### src/rtl/mem_access_unit.sv
// Sequences one CPU data access (lw/lb/lbu/lh/lhu, sw/sb/sh) against a combinational-read memory.
// Latency: load READ_WAIT+1, word store 2, sub-word store READ_WAIT+2, misaligned 1 cycle after req.
// Backpressure: req is only sampled in IDLE; requests in any other state are ignored.
module mem_access_unit #(
    parameter int unsigned READ_WAIT = 3
) (
    input  logic        clk,
    input  logic        reset,
    input  logic        req,
    input  logic        we,
    input  logic [1:0]  size,
    input  logic        sign_ext,
    input  logic [31:0] addr,
    input  logic [31:0] wdata,
    output logic [31:0] rdata,
    output logic        ready,
    output logic        misalign,
    output logic        mem_read,
    output logic        mem_write,
    output logic [31:0] mem_addr,
    output logic [31:0] mem_write_data,
    output logic [1:0]  mem_write_data_src,
    input  logic [31:0] mem_read_data
);

    localparam int unsigned   WCW       = (READ_WAIT > 1) ? $clog2(READ_WAIT) : 1;
    localparam logic [WCW-1:0] WAIT_LAST = WCW'(READ_WAIT - 1);

    typedef enum logic [2:0] {
        S_IDLE,
        S_RD,
        S_RMW_RD,
        S_RMW_WR,
        S_WR,
        S_DONE,
        S_ERR
    } state_t;

    state_t          state;
    state_t          state_nxt;
    logic [WCW-1:0]  wait_cnt;
    logic            wait_done;
    logic [1:0]      size_q;
    logic            sext_q;
    logic [31:0]     addr_q;
    logic [31:0]     wdata_q;
    logic [31:0]     data_q;
    logic            req_mis;
    logic            req_word;
    logic [7:0]      ld_byte;
    logic [15:0]     ld_half;
    logic [31:0]     ld_val;
    logic [31:0]     merged;

    // Byte accesses are never misaligned; size 11 behaves as a word.
    assign req_word  = (size[1] == size[0]);
    assign req_mis   = (size == 2'b10) ? addr[0] : (req_word && (addr[1:0] != 2'b00));
    assign wait_done = (wait_cnt == WAIT_LAST);

    assign mem_addr           = {addr_q[31:2], 2'b00};
    assign mem_write_data_src = 2'b00;

    // State register.
    always_ff @(posedge clk or negedge reset) begin
        if (!reset) begin
            state <= S_IDLE;
        end else begin
            state <= state_nxt;
        end
    end

    // Next-state decode and Moore control outputs.
    always_comb begin
        state_nxt = state;
        mem_read  = 1'b0;
        mem_write = 1'b0;
        ready     = 1'b0;
        misalign  = 1'b0;
        case (state)
            S_IDLE: begin
                if (req) begin
                    if (req_mis)       state_nxt = S_ERR;
                    else if (!we)      state_nxt = S_RD;
                    else if (req_word) state_nxt = S_WR;
                    else               state_nxt = S_RMW_RD;
                end
            end
            S_RD: begin
                mem_read = 1'b1;
                if (wait_done) state_nxt = S_DONE;
            end
            S_RMW_RD: begin
                mem_read = 1'b1;
                if (wait_done) state_nxt = S_RMW_WR;
            end
            S_RMW_WR: begin
                mem_write = 1'b1;
                state_nxt = S_DONE;
            end
            S_WR: begin
                mem_write = 1'b1;
                state_nxt = S_DONE;
            end
            S_DONE: begin
                ready     = 1'b1;
                state_nxt = S_IDLE;
            end
            S_ERR: begin
                ready     = 1'b1;
                misalign  = 1'b1;
                state_nxt = S_IDLE;
            end
            default: state_nxt = S_IDLE;
        endcase
    end

    // Wait-state counter: runs only while a read is outstanding, wraps on the sampling cycle.
    always_ff @(posedge clk or negedge reset) begin
        if (!reset) begin
            wait_cnt <= '0;
        end else if (mem_read) begin
            wait_cnt <= wait_done ? '0 : wait_cnt + 1'b1;
        end else begin
            wait_cnt <= '0;
        end
    end

    // Request latch: captured once in IDLE so mem_addr stays stable for the whole access.
    always_ff @(posedge clk or negedge reset) begin
        if (!reset) begin
            size_q  <= 2'b00;
            sext_q  <= 1'b0;
            addr_q  <= '0;
            wdata_q <= '0;
        end else if (state == S_IDLE && req) begin
            size_q  <= size;
            sext_q  <= sign_ext;
            addr_q  <= addr;
            wdata_q <= wdata;
        end
    end

    // Load lane extraction and extension from the word arriving on the last wait cycle.
    always_comb begin
        ld_byte = 8'h00;
        case (addr_q[1:0])
            2'd0: ld_byte = mem_read_data[7:0];
            2'd1: ld_byte = mem_read_data[15:8];
            2'd2: ld_byte = mem_read_data[23:16];
            default: ld_byte = mem_read_data[31:24];
        endcase
        ld_half = addr_q[1] ? mem_read_data[31:16] : mem_read_data[15:0];
        case (size_q)
            2'b01:   ld_val = {{24{sext_q & ld_byte[7]}}, ld_byte};
            2'b10:   ld_val = {{16{sext_q & ld_half[15]}}, ld_half};
            default: ld_val = mem_read_data;
        endcase
    end

    // Read-data capture; rdata only moves when a load heads into DONE.
    always_ff @(posedge clk or negedge reset) begin
        if (!reset) begin
            data_q <= '0;
            rdata  <= '0;
        end else begin
            if (mem_read && wait_done) data_q <= mem_read_data;
            if (state == S_RD && wait_done) rdata <= ld_val;
        end
    end

    // Store merge: replace the addressed lane(s) of the word read back in RMW_RD.
    always_comb begin
        merged = data_q;
        case (size_q)
            2'b01: begin
                case (addr_q[1:0])
                    2'd0: merged[7:0]   = wdata_q[7:0];
                    2'd1: merged[15:8]  = wdata_q[7:0];
                    2'd2: merged[23:16] = wdata_q[7:0];
                    default: merged[31:24] = wdata_q[7:0];
                endcase
            end
            2'b10: begin
                if (addr_q[1]) merged[31:16] = wdata_q[15:0];
                else           merged[15:0]  = wdata_q[15:0];
            end
            default: merged = data_q;
        endcase
    end

    // Write data is only driven in the write states so the bus idles at zero.
    always_comb begin
        mem_write_data = '0;
        if (state == S_WR)          mem_write_data = wdata_q;
        else if (state == S_RMW_WR) mem_write_data = merged;
    end

endmodule

### config.mk
export PLATFORM = sky130hd
export DESIGN_NAME = mem_access_unit
export DESIGN_NICKNAME = d
export VERILOG_FILES = /design/src/rtl/mem_access_unit.sv
export SDC_FILE = /design/constraint.sdc
export NUM_CORES = 1
export LEC_CHECK = 0
export ABC_AREA = 1
export CAP_MARGIN = 20
export CORE_AREA = 3 3 173 133
export CTS_CLUSTER_SIZE = 25
export DETAILED_ROUTE_END_ITERATION = 10
export DIE_AREA = 0 0 176 136
export MAX_ROUTING_LAYER = met4
export PLACE_DENSITY = 0.71
export SLEW_MARGIN = 20
export SYNTH_ARGS = -nofsm -noshare
export SYNTH_HDL_FRONTEND = slang
export SYNTH_SLANG_ARGS = --single-unit
export TNS_END_PERCENT = 30
### constraint.sdc
create_clock -name clk -period 2.4 [get_ports clk]
set_input_delay 0.48 -clock clk [delete_from_list [all_inputs] [get_ports clk]]
set_output_delay 0.48 -clock clk [all_outputs]
set_load 0.01 [all_outputs]
* Word-level counts from Yosys, hierarchy flattened
Index checks and enable logic that the tools add are counted.
** Storage, ports and cells
- Register bits :: 136
- Input bits :: 103
- Output and inout port bits :: 102
- Word-level logic and storage cells :: 65
** Operators by class
- $add $sub $neg :: 1
- Equality and inequality tests :: 16
- Multiplexer cells :: 26
- Bitwise operators :: 2
- Reductions and logical operators :: 12
** Operators by type and width (number)
- case mux 32 bit (2 select lines) :: 2
- two-way mux 32 bit :: 2
- two-way mux 16 bit :: 3
- two-way mux 8 bit :: 4
- case mux 8 bit (3 select lines) :: 1
- two-way mux 3 bit :: 6
- case mux 3 bit (4 select lines) :: 1
- equality test 3 bit, second input constant :: 3
- equality test 2 bit, second input constant :: 4
- equality test 3 x 2 -> 1 bit, second input constant :: 2
- != test 2 bit, second input constant :: 3
- OR reduction 2 bit :: 3
- two-way mux 1 bit :: 5
- equality test 2 x 1 -> 1 bit, second input constant :: 2
- logical AND 1 bit :: 4
- two-way mux 2 bit :: 2
- equality test 3 x 1 -> 1 bit, second input constant :: 1
- zero test 3 bit :: 1
- AND reduction 3 bit :: 1
- OR reduction 3 bit :: 1
- adder 2 x 1 -> 2 bit, second input constant :: 1
- bitwise AND 1 bit :: 2
- zero test 2 bit :: 1
- nonzero test 2 bit :: 1
- equality test 1 bit :: 1

* Longest topological paths before layout
- Word-level depth :: 6
- Gate-level depth with buffers :: 10
- Depth with buffers taken out :: 10

* Worst setup path before layout
Ideal clock, no wire load.
- Kind :: reg-to-output
- From :: register size_q[0]
- To :: output port mem_write_data[10]
- Data arrival time :: 1.611 ns
- Required time :: 1.920 ns
- Path slack :: 0.309 ns
- Cell stages (with the launch flop) :: 10
- Path buffers :: 1
- Path through :: dfrtp_1 inv_1 ha_1 buf_2 inv_2 nand2_1 a21oi_1 o21ai_0 nand2_1 nand2_1
** Between the ends
- Longest elaborated chain between the ends :: 4
- Elaborated cells between the ends (all ways) :: 5
- Classes of those cells :: 2 x eq/ne; 3 x mux
** Ends and longest elaborated chain
- start, declared :: line 43 : logic [1:0] size_q;
- start signal, assigned :: line 136 : size_q <= size;
- equality test 2 bit or equality test 2 x 1 -> 1 bit (tied branches) :: line 174 : case (size_q)
- case mux 32 bit (2 select lines) * :: line 174
- two-way mux 32 bit * :: line 195 : else if (state == S_RMW_WR) mem_write_data = merged;
- two-way mux 32 bit * :: line 194 : if (state == S_WR) mem_write_data = wdata_q;
- end, declared :: line 21 : output logic [31:0] mem_write_data,
Every way passes the cells marked *; elsewhere a longest branch is shown, timed or not.

* Worst setup path after layout
- From :: register size_q[1]
- To :: output port mem_write_data[21]
Same word-level chain as after synthesis.

==> out/qor.txt <==
Status - finished with violations
Failing checks - setup timing
Setup WS post-layout - -0.09276 ns
CTS buffer count - 17
Hold WC Path Type - in2async
Min Clock Period, post-route - 2.493 ns
WL per Instance - 17.72 um
Combinational fraction of design power - 53.9%
Tot Pwr - 15.39 mW
Sw frac - 39.68%
CTS tree - yes
CP Data Required Time - 1.92 ns
Die Area - 0.02394 mm^2
Max Transition Viols Final - 0
Clock power frac - 17.8%
Gpl congestion - 0.9261
Leakage power - 5.282 nW
Initial antenna violation count - 0
Achievable clock frequency - 401.2 MHz
Grt total ovfl - 0
H-tree depth - 4
Cell variety after synth - 31
DRT Pass-1 Iters - 6
Pwr dens - 1440 mW/mm^2
Clock Path Buffers - 2
Critical Path AT - 2.01 ns
Final ANT Viol Nets - 0
Setup violators final - 27
CP Capture Type - primary output
Clk root buf - clkbuf_16
Final Hold Fails - 0
Int Power - 9.284 mW
Vias/cell - 4.963
Worst setup startpoint - size_q[1]
Cells after synthesis - 875
GRT busiest layer - met2
Row Count - 46
Vias in the first global route - 6746
Psw - 6.107 mW
CORE AREA - 0.02124 mm^2
Post-Syn Area per Cell - 8.511 um^2
Clock skew - 0.01090 ns
Warnings, synthesis - 0
Reg2Reg Launch Point - size_q[1]
Vias - 6869
# hold bufs at CTS - 0
CP Class - reg2out
Sequential share of power - 28.3%
Worst vdd ir - 0.6727 mV
Clk slew on worst S/H paths - 0.06 ns
CP Launch Type - register
Starting density of the core - 35.07%
Post-DP HPWL - 17300 um
Final period util - 103.9%
Max cap viols - 0
Met3 usage - 5.416%
Multi-input combinational cell area - 0.003536 mm^2
I/O pin count - 205
First-pass GRT wire length - 37920 um
Drt total wl - 24520 um
Slew Limit Headroom - 52.19%
Die H - 136 um
Met2 usage - 30.82%
Sequential area share after synthesis - 45.70%
RSZ-0062 raised after global routing - true
Clock Sink Count - 136
#FFs+latches synth - 136
Slew @ Worst Pin - 0.7161 ns
Final hold slack - 0.02704 ns
Global Route met1 Usage - 29.17%
IO buf count - 200
N_diodes - 0
Critical Path Fanout Max - 5
Register area - 0.003407 mm^2
Total global-route track usage - 20.97%
DIE WIDTH - 176 um
Synth Cell Area - 0.007447 mm^2
Fill cells - 1965
DRC - 0
Clk_lat worst skew - 0.42 ns
DR iter-0 viols - 621
Area grow syn2layout - 43.53%
Share of layout cells above drive strength 1 - 22.63%
Nets - 1189
Largest net degree at the start of global routing - 54
[cell type report]
class                           count  area share (%)
Inverter                           61           2.236
Clock buffer                       19           4.144
Sequential cell                   136           31.87
Multi-Input combinational cell    607           33.08
Clock inverter                     13           1.569
Tap cell                          288           3.371
Timing Repair Buffer              260           23.73
[routing by layer]
metal	routed length, um	part of all wire (%)
met5	0	0
met4	320	1.3
met3	1874	7.6
met2	10920	45
met1	11410	47
[layout by cell type (no fill, tap or decap), types with 3 or more instances in the layout]
cell,n
a21oi_1,71
a22oi_1,8
buf_12,7
buf_2,22
buf_4,37
buf_6,17
bufinv_16,3
clkbuf_16,18
clkbuf_2,4
clkdlybuf4s50_1,166
clkinv_4,3
conb_1,4
dfrtp_1,133
dfrtp_2,3
inv_1,50
inv_2,9
inv_6,3
mux2_2,3
mux2_4,58
nand2_1,263
nand2_2,13
nand2_4,5
nand3_1,38
nor2_1,44
nor2_4,4
o21ai_0,32
o21ai_1,29
o21ai_2,19
[power groups by stage]
stage                     Clock, mW  Combinational [mW]  Sequential [mW]
after global routing           2.89                9.01             4.51
after CTS                      2.80                7.76             4.34
after detailed placement          0                7.27             4.32
after floorplan                   0                4.39             4.20
final                          2.74                8.29             4.36
after global placement            0                7.18             4.31
[logic make-up (layout without fill, tap and decap cells)]
group | count (synthesis) | after routing | synth area share, %
buffers and inverters | 135 | 353 | 9.761
adders and majority gates | 3 | 3 | 0.5041
AOI/OAI and AO/OA | 164 | 164 | 11.44
muxes | 61 | 61 | 12.15
DFF | 136 | 136 | 45.70
other | 1 | 4 | 0.05035
and+or+nand+nor | 375 | 375 | 20.40
[metrics by stage]
stage | setup slack (ns) | util (%) | TNS [ns] | cell area, um^2 | instances
after floorplan | 0.3093 | - | 0 | 7458 | 878
after global placement | -0.1157 | 45.79 | -1.363 | 9724 | 1335
after CTS | -0.2231 | 49.55 | -2.388 | 10520 | 1382
after global routing | -0.1851 | 50.33 | -4.313 | 10690 | 1384
after detailed placement | -0.1491 | 45.79 | -2.429 | 9724 | 1335
final | -0.09276 | 50.33 | -1.371 | 10690 | 1384
[sequential cells by signal, summed over array words and instances, names as in the netlist]
name      count
addr_q       32
wdata_q      32
sext_q        1
wait_cnt      2
state         3
data_q       32
rdata        32
size_q        2
[timing repair]
action / CTS / global route
resized for setup: 177 / 71
pin swaps: 4 / 20
gates cloned: 2 / 1
setup endpoints to repair: 36 / 36
buffers inserted: 13 / 3
hold endpoints to repair: 0 / 0
[final timing paths]
path / slack, ns / cells past startpoint / endpoint
max: -0.09 / 10 / mem_write_data[21]
min: 0.03 / 1 / rdata[25]
max reg2reg: 0.52 / 8 / rdata[3]
min reg2reg: 0.43 / 1 / wait_cnt[0]
max in group asynchronous: 1.63 / 2 / addr_q[18]
min in group clk: 0.43 / 1 / wait_cnt[0]
[synthesized netlist by cell type, drive strengths merged]
cell,n,area (um^2)
clkbuf,12,46.29
nand3,39,207.7
o22ai,1,6.260
inv,61,229.0
a22oi,8,60.06
or2,1,6.260
dfrtp,136,3403
ha,3,37.54
nand4,1,6.260
nor3,4,25.02
nor2,48,195.2
buf,62,451.7
nand2,282,1079
o21bai,1,7.510
a21oi,74,374.1
mux2,61,904.6
o21ai,80,404.1
conb,1,3.750
[critical path, stage by stage (launching register included)]
cell and delay [ns]:
dfrtp_1 0.42, ha_4 0.29, inv_8 0.09, nand2_8 0.06, a21oi_4 0.21, buf_6 0.14
buf_6 0.09, o21ai_2 0.05, nand2_1 0.07, nand2_1 0.05, buf_2 0.13
Power figures use the tool's default switching activity.
